$ cat src/rtl/keypad_entry32.sv
// Hex keypad entry: scans a 4x4 active-low matrix, debounces presses and shifts
// accepted digits into a 32-bit entry word that is delivered on a commit press.
module keypad_entry32 #(
    parameter int unsigned SCAN_DIV = 4,
    parameter int unsigned DEBOUNCE = 3
) (
    input  logic        CLK,
    input  logic        RST,
    input  logic [3:0]  key_col,
    input  logic        commit_btn,
    output logic [3:0]  key_row,
    output logic [31:0] data_bits,
    output logic        data_valid,
    output logic [3:0]  key_code,
    output logic        key_strobe,
    output logic [3:0]  digit_count
);

    localparam int unsigned DIV_W = $clog2(SCAN_DIV);
    localparam logic [DIV_W-1:0] DIV_LAST = DIV_W'(SCAN_DIV - 1);
    localparam logic [3:0] DEB = 4'(DEBOUNCE);
    localparam logic [3:0] MAX_DIGITS = 4'd8;

    typedef enum logic [1:0] {
        IDLE = 2'd0,
        CAND = 2'd1,
        HELD = 2'd2
    } state_e;

    logic [DIV_W-1:0] div_q, div_d;
    logic [1:0]       row_q, row_d;
    logic [3:0]       key_row_q, key_row_d;
    logic [1:0]       acc_n_q, acc_n_d;
    logic [3:0]       acc_code_q, acc_code_d;
    state_e           state_q, state_d;
    logic [3:0]       cand_q, cand_d;
    logic [3:0]       cnt_q, cnt_d;
    logic [31:0]      entry_q, entry_d;
    logic [3:0]       digit_count_q, digit_count_d;
    logic [31:0]      data_bits_q, data_bits_d;
    logic             data_valid_q, data_valid_d;
    logic [3:0]       key_code_q, key_code_d;
    logic             key_strobe_q, key_strobe_d;
    logic             commit_prev_q, commit_prev_d;

    logic        sample;
    logic        frame_end;
    logic [2:0]  cur_n;
    logic [1:0]  cur_col;
    logic [2:0]  sum_n;
    logic [1:0]  frame_n;
    logic [3:0]  frame_code;
    logic        frame_single;
    logic        frame_none;
    logic        accept;
    logic        commit_rise;
    logic [31:0] shifted;

    // Row scan and per-frame key accumulation
    always_comb begin
        sample    = (div_q == DIV_LAST);
        frame_end = sample && (row_q == 2'd3);

        cur_n   = 3'd0;
        cur_col = 2'd0;
        for (int c = 3; c >= 0; c--) begin
            if (!key_col[c]) begin
                cur_n   = cur_n + 3'd1;
                cur_col = 2'(c);
            end
        end

        sum_n      = {1'b0, acc_n_q} + cur_n;
        frame_n    = (sum_n >= 3'd2) ? 2'd2 : sum_n[1:0];
        frame_code = (cur_n != 3'd0) ? {row_q, cur_col} : acc_code_q;

        frame_single = frame_end && (frame_n == 2'd1);
        frame_none   = frame_end && (frame_n == 2'd0);

        div_d      = div_q + DIV_W'(1);
        row_d      = row_q;
        acc_n_d    = acc_n_q;
        acc_code_d = acc_code_q;
        if (sample) begin
            div_d = '0;
            row_d = 2'(row_q + 2'd1);
            if (row_q == 2'd3) begin
                acc_n_d    = 2'd0;
                acc_code_d = 4'd0;
            end else begin
                acc_n_d    = frame_n;
                acc_code_d = frame_code;
            end
        end
        key_row_d = ~(4'b0001 << row_d);
    end

    // Debounce FSM, stepped once per frame; MULTI counts as NONE except in HELD
    always_comb begin
        state_d = state_q;
        cand_d  = cand_q;
        cnt_d   = cnt_q;
        accept  = 1'b0;
        if (frame_end) begin
            unique case (state_q)
                IDLE: begin
                    if (frame_single) begin
                        if (DEB == 4'd1) begin
                            accept  = 1'b1;
                            state_d = HELD;
                            cnt_d   = 4'd0;
                        end else begin
                            state_d = CAND;
                            cand_d  = frame_code;
                            cnt_d   = 4'd1;
                        end
                    end
                end
                CAND: begin
                    if (frame_single) begin
                        if (frame_code == cand_q) begin
                            if (4'(cnt_q + 4'd1) == DEB) begin
                                accept  = 1'b1;
                                state_d = HELD;
                                cnt_d   = 4'd0;
                            end else begin
                                cnt_d = 4'(cnt_q + 4'd1);
                            end
                        end else begin
                            cand_d = frame_code;
                            cnt_d  = 4'd1;
                        end
                    end else begin
                        state_d = IDLE;
                        cnt_d   = 4'd0;
                    end
                end
                HELD: begin
                    if (!frame_none) begin
                        cnt_d = 4'd0;
                    end else if (4'(cnt_q + 4'd1) == DEB) begin
                        state_d = IDLE;
                        cnt_d   = 4'd0;
                    end else begin
                        cnt_d = 4'(cnt_q + 4'd1);
                    end
                end
                default: begin
                    state_d = IDLE;
                    cnt_d   = 4'd0;
                end
            endcase
        end
    end

    // Entry register, digit count and commit delivery
    always_comb begin
        commit_prev_d = commit_btn;
        commit_rise   = commit_btn && !commit_prev_q;
        shifted       = {entry_q[27:0], frame_code};

        entry_d       = entry_q;
        digit_count_d = digit_count_q;
        data_bits_d   = data_bits_q;
        data_valid_d  = commit_rise;
        key_strobe_d  = accept;
        key_code_d    = accept ? frame_code : key_code_q;

        if (commit_rise) begin
            data_bits_d   = accept ? shifted : entry_q;
            entry_d       = 32'd0;
            digit_count_d = 4'd0;
        end else if (accept) begin
            entry_d       = shifted;
            digit_count_d = (digit_count_q >= MAX_DIGITS) ? MAX_DIGITS
                                                          : 4'(digit_count_q + 4'd1);
        end
    end

    always_ff @(posedge CLK) begin
        if (RST) begin
            div_q         <= '0;
            row_q         <= 2'd0;
            key_row_q     <= 4'b1110;
            acc_n_q       <= 2'd0;
            acc_code_q    <= 4'd0;
            state_q       <= IDLE;
            cand_q        <= 4'd0;
            cnt_q         <= 4'd0;
            entry_q       <= 32'd0;
            digit_count_q <= 4'd0;
            data_bits_q   <= 32'd0;
            data_valid_q  <= 1'b0;
            key_code_q    <= 4'd0;
            key_strobe_q  <= 1'b0;
            commit_prev_q <= 1'b0;
        end else begin
            div_q         <= div_d;
            row_q         <= row_d;
            key_row_q     <= key_row_d;
            acc_n_q       <= acc_n_d;
            acc_code_q    <= acc_code_d;
            state_q       <= state_d;
            cand_q        <= cand_d;
            cnt_q         <= cnt_d;
            entry_q       <= entry_d;
            digit_count_q <= digit_count_d;
            data_bits_q   <= data_bits_d;
            data_valid_q  <= data_valid_d;
            key_code_q    <= key_code_d;
            key_strobe_q  <= key_strobe_d;
            commit_prev_q <= commit_prev_d;
        end
    end

    assign key_row     = key_row_q;
    assign data_bits   = data_bits_q;
    assign data_valid  = data_valid_q;
    assign key_code    = key_code_q;
    assign key_strobe  = key_strobe_q;
    assign digit_count = digit_count_q;

endmodule
$ cat config.mk
export PLATFORM = sky130hd
export DESIGN_NAME = keypad_entry32
export DESIGN_NICKNAME = d
export VERILOG_FILES = /design/src/rtl/keypad_entry32.sv
export SDC_FILE = /design/constraint.sdc
export NUM_CORES = 1
export LEC_CHECK = 0
export CAP_MARGIN = 20
export CORE_ASPECT_RATIO = 0.8
export CORE_MARGIN = 5
export CORE_UTILIZATION = 35
export DETAILED_ROUTE_END_ITERATION = 10
export PLACE_DENSITY_LB_ADDON = 0.25
export SKIP_CTS_REPAIR_TIMING = 1
export SLEW_MARGIN = 10
export SYNTH_ARGS = -nofsm -noshare
export SYNTH_HDL_FRONTEND = slang
export SYNTH_SLANG_ARGS = --single-unit
$ cat constraint.sdc
create_clock -name CLK -period 6.4 [get_ports CLK]
set_clock_uncertainty 0.1 [all_clocks]
set_input_delay 1.28 -clock CLK [delete_from_list [all_inputs] [get_ports CLK]]
set_output_delay 1.28 -clock CLK [all_outputs]
set_load 0.02 [all_outputs]
# Word-level counts from Yosys, hierarchy flattened
# Index checks and enable logic that the tools add are counted.
# word_totals
word_cells,92
ff_bits,99
out_inout_bits,46
inputBits,7
# classes
reduce_logical,14
bitwise_logic,1
shifts,1
muxes,37
magnitude_cmp,2
n_eq_ne,14
add_sub_neg,8
# op_table
cell,n
$mux 4,11
$mux 32,1
$mux 2,13
$pmux 4 s3,1
$ne 2x2->1 const B,5
$add 3x1->3 const B,3
$mux 3,3
$add 4x1->4 const B,2
$pmux 4 s2,1
$eq 2x2->1 const B,3
$mux 1,6
$ne 3x3->1 const B,2
$pmux 2 s3,1
$reduce_and 6->1,1
$reduce_and 5->1,1
$add 2x1->2 const B,2
$eq 2x1->1 const B,2
$eq 4x2->1 const B,1
$eq 4x4->1,1
$ge 4x4->1 const B,1
$logic_and 1x1->1,4
$logic_not 2->1,2
$not 4->4,1
$reduce_or 2->1,2
other kinds (7),7

# Logic depth before layout (Yosys ltp)
# logic_depth
ltp_word,16
depth_mapped,15
depth_no_buf,13

# Least setup slack after synthesis
# Ideal clock, no wire load.
# synth_path
path_kind,input-to-reg
startpoint,input port key_col[2]
endpoint,"register data_bits_q[30], in the netlist data_bits[30]"
path_stages,13
setup_time_ns,0.079
required_ns,6.221
path_buffers,1
setup_slack_ns,2.121
t_arrival_ns,4.100
path_cell_list,inv_1 > ha_1 > xnor2_1 > ha_1 > nor2_1 > a31oi_1 > fa_1 > xnor3_1 > nand4_2 > nand2b_1 > buf_2 > or3_1 > o211ai_1
# synth_via
elab_chain_len,14
elab_cells_between_ends,21
cone_classes,3 x add/sub; 1 x order compare; 2 x eq/ne; 13 x mux; 2 x reduce/logical
# synth_rtl
element,line,text
from (decl),9,"input logic [3:0] key_col,"
$mux 3,67,if (!key_col[c]) begin
$add 3x1->3,68,cur_n = cur_n + 3'd1;
$mux 3,67,
$add 3x1->3,68,
$mux 3,67,
$add 2x3->3,73,"sum_n = {1'b0, acc_n_q} + cur_n;"
$ge 3x2->1,74,frame_n = (sum_n >= 3'd2) ? 2'd2 : sum_n[1:0];
$mux 2,74,
$eq 2x1->1,77,frame_single = frame_end && (frame_n == 2'd1);
$logic_and 1x1->1,77,
$mux 1 (*),120,if (frame_single) begin
$mux 1 (*),105,unique case (state_q)
$mux 1 (*),104,if (frame_end) begin
$mux 32 (*),-,
to (signal assigned),208,data_bits_q <= data_bits_d;
to (decl),40,"logic [31:0] data_bits_q, data_bits_d;"
# Every way passes the cells marked *; elsewhere a longest branch is shown, timed or not.
# A chain may end at the register's enable or synchronous reset.

# Worst setup path after layout
# layout_path
startpoint,input port key_col[2]
endpoint,"register data_bits_q[29], in the netlist data_bits[29]"
# The elaborated chain is that of the path after synthesis.

==> run metrics <==
fin cells=736; synthesized flop and latch total=99; routability cong.=0.796; CP Capture Type=register; Pre-antenna DRT Iters=5; max cap viols=0; clock tree sinks=99; Worst Max-Slew Pin Slew=977 ps; Remaining DRCs=0; Iter 0 DRT Violations=365; Setup crit start=key_col[2]; global-route wire length before repair=19500 µm; Final Critical Period=5160 ps; vias per cell=5.37; Post-synth EDFFs=0; r2r endpoint=data_bits[29]; Clock Root Buffer=clkbuf_16; largest net degree at the start of global routing=73; cell breakdown of the critical path=clkdlybuf4s50_1, inv_1, ha_1, xnor2_1, ha_1, nor2_1, a31oi_1, fa_1, xnor3_1, nand4_2, nand2b_1, buf_4, or3_1, o211ai_1; Ys Warns=0; initial antenna violation count=0; Hold Path Sink=div_q[0]; most frequent cells in the layout=99 x dfxtp_1, 54 x a21oi_1, 52 x clkdlybuf4s50_1; vias in the first global route=3676; peak per-stage delay on the critical path=530 ps; H-tree depth=3; num ports=53; Post-DRT Antenna Nets=0; Leakage=2.00 nW; multi-input logic area=2370 µm²; final setup violation count=0; Overall Global Routing Usage=15.1%; Reg2Reg Setup Slack=3450 ps; Worst slew margin=34.8%; crit start category=input port; RSZ-0062 raised after global routing=false; Worst VDD drop=0.000166 V; Tcrit/Tclk final=80.6%; vias=3953; Worst R2R Path Depth=8; share of post-route cells with drive strength above 1=6.77%; post-synthesis sequential area ratio=43.0%; core area=12900 µm²; Synth Net Count=547; WHS=330 ps; later-pin clock latency in the skew report=350 ps; Post-Synthesis Mean Instance Area=8.74 µm²; Die Span Y=113 µm; dpl ws=892 ps; Fin. Hold Viols=0; Pwr Density=242 nW/µm²; hold path start=div_q[0]; Yosys cell types=55; register area=1980 µm²; Hold Path Class=register to register; routed length per instance=15.9 µm; count of input and output buffers=52; most used cell, CP=ha_1; Post-Syn Instances=527; CP max stage cell=clkdlybuf4s50_1; total grt overflow=0; Setup TNS=0 ps; ys flop type=dfxtp_1; Inserted Clock Buffers=9; Post-Route WL=11700 µm; n_diodes=0; worst r2r src=acc_n_q[0]; outcome=finished, final reports clean; layout net count=576; area delta synth->final=20.4%; critical path class=input port to register; f_max=194 MHz; post-DP HPWL=7760 µm; Max Buffers Root-to-Sink=2; commonest non-fill, non-tap cell in the layout=dfxtp_1; Syn Std Cell Area=4610 µm²; ys async rst share=0%; Die Wd=138 µm; Starting Density=35.8%; Critical Path AT=5330 ps; Final Worst Setup Slack=1240 ps; WP data required=6570 ps; # rows=37; Inst Count DP=720; Clk pin slew, worst setup/hold paths=70 ps; CP Max Fanout=18; fill cell total of the finished layout=1284; Slew Viols, Final=0; area of the die=15600 µm²; hold path cells=1; CTS tree=yes
==> flip-flops by register name, indices dropped and copies added (netlist names), 4 cells and up <==
name	cells
data_bits	32
entry_q	32
acc_code_q	4
cand_q	4
cnt_q	4
digit_count	4
key_code	4
key_row	4
==> stage by stage <==
step	cell area, µm²	total power [W]	utilization, %
floorplan	4610	0.000735	-
global placement	5210	0.000754	40.5
detailed placement	5210	0.000756	40.5
CTS	5550	0.00136	43.1
global route	5550	0.00140	43.1
finish	5550	0.00134	43.1
==> synthesized netlist by cell type, types with 2 or more instances <==
cell type   n  share of area (%)
xor2_1      2               0.38
nor2_1     24                2.0
ha_1       12                3.3
a21oi_1    54                5.9
nand3_1    36                3.9
clkbuf_1   20                1.6
nor3b_1     3               0.49
a221o_1    16                3.5
buf_1       2               0.16
a32oi_1     2               0.38
o21ai_0    34                3.7
a21boi_0   10                1.6
nor3_1     16                1.7
o211ai_1    6               0.98
nor4_1      5               0.68
nand3b_1    2               0.33
xnor2_1     8                1.5
mux2_2      4               0.98
nand4_1     7               0.95
a221oi_1    2               0.38
buf_6       5                1.2
a22oi_1     2               0.33
nand2_1    40                3.3
a21boi_1    2               0.33
nand2b_1   10                1.4
nor2b_1     5               0.68
dfxtp_1    99                 43
o31ai_1     4               0.65
and2_1     19                2.6
mux2i_1     7                1.5
a31oi_1     6               0.82
or3_1       5               0.68
a211o_1     5               0.95
inv_1      11               0.90
nand4b_1    2               0.38
and3_1      7               0.95
buf_2      15                1.6
==> cells by family after synthesis <==
family / Yosys count / synth area share (%)
adder cells (fa/ha/maj): 13 / 3.69
multiplexers: 13 / 3.31
flip-flops: 99 / 43.0
AO/OA/AOI/OAI: 151 / 21.0
buffers and inverters: 54 / 5.70
AND/OR/NAND/NOR: 186 / 20.9
XOR/XNOR: 11 / 2.39
==> final cells by class <==
| class | instances | area share [%] |
|---|---|---|
| multi-input cells | 374 | 42.7 |
| flip-flops and latches | 99 | 35.7 |
| repair buffers | 61 | 10.8 |
| clock buffers | 9 | 4.06 |
| well taps | 175 | 3.95 |
| clock inverters | 7 | 1.94 |
| inverters | 11 | 0.744 |
==> worst max path at each step <==
stage / to / slack (ps) / cells after the start
final: data_bits[29] / 1240 / 14
after floorplan: data_bits[30] / 2120 / 13
after CTS: data_bits[29] / 1260 / 14
after global routing: data_bits[29] / 1000 / 14
after detailed placement: data_bits[29] / 890 / 14
after global placement: data_bits[29] / 1080 / 14
==> critical path: cells and delay by family <==
family          cells  cell delay, ps
simple gates        4            1070
fa+ha+maj           3            1090
compound gates      2             170
xor+xnor            2             800
buf+inv             3             910
==> where the power goes <==
| group | internal, W | switching (W) |
|---|---|---|
| clock | 0.000350 | 0.000250 |
| sequential | 0.000620 | 0.00000248 |
| combinational | 0.0000342 | 0.0000855 |
==> layer usage <==
metal	global-route usage [%]	wire [µm]	part of all wire, %	vias up
li1	-	-	-	1962
met1	23.5	6100	52	1829
met2	19.8	4630	40	151
met3	4.13	778	6.7	11
met4	4.74	165	1.4	0
met5	0	0	0	-
Note: power is estimated with default switching activity, not from simulation.
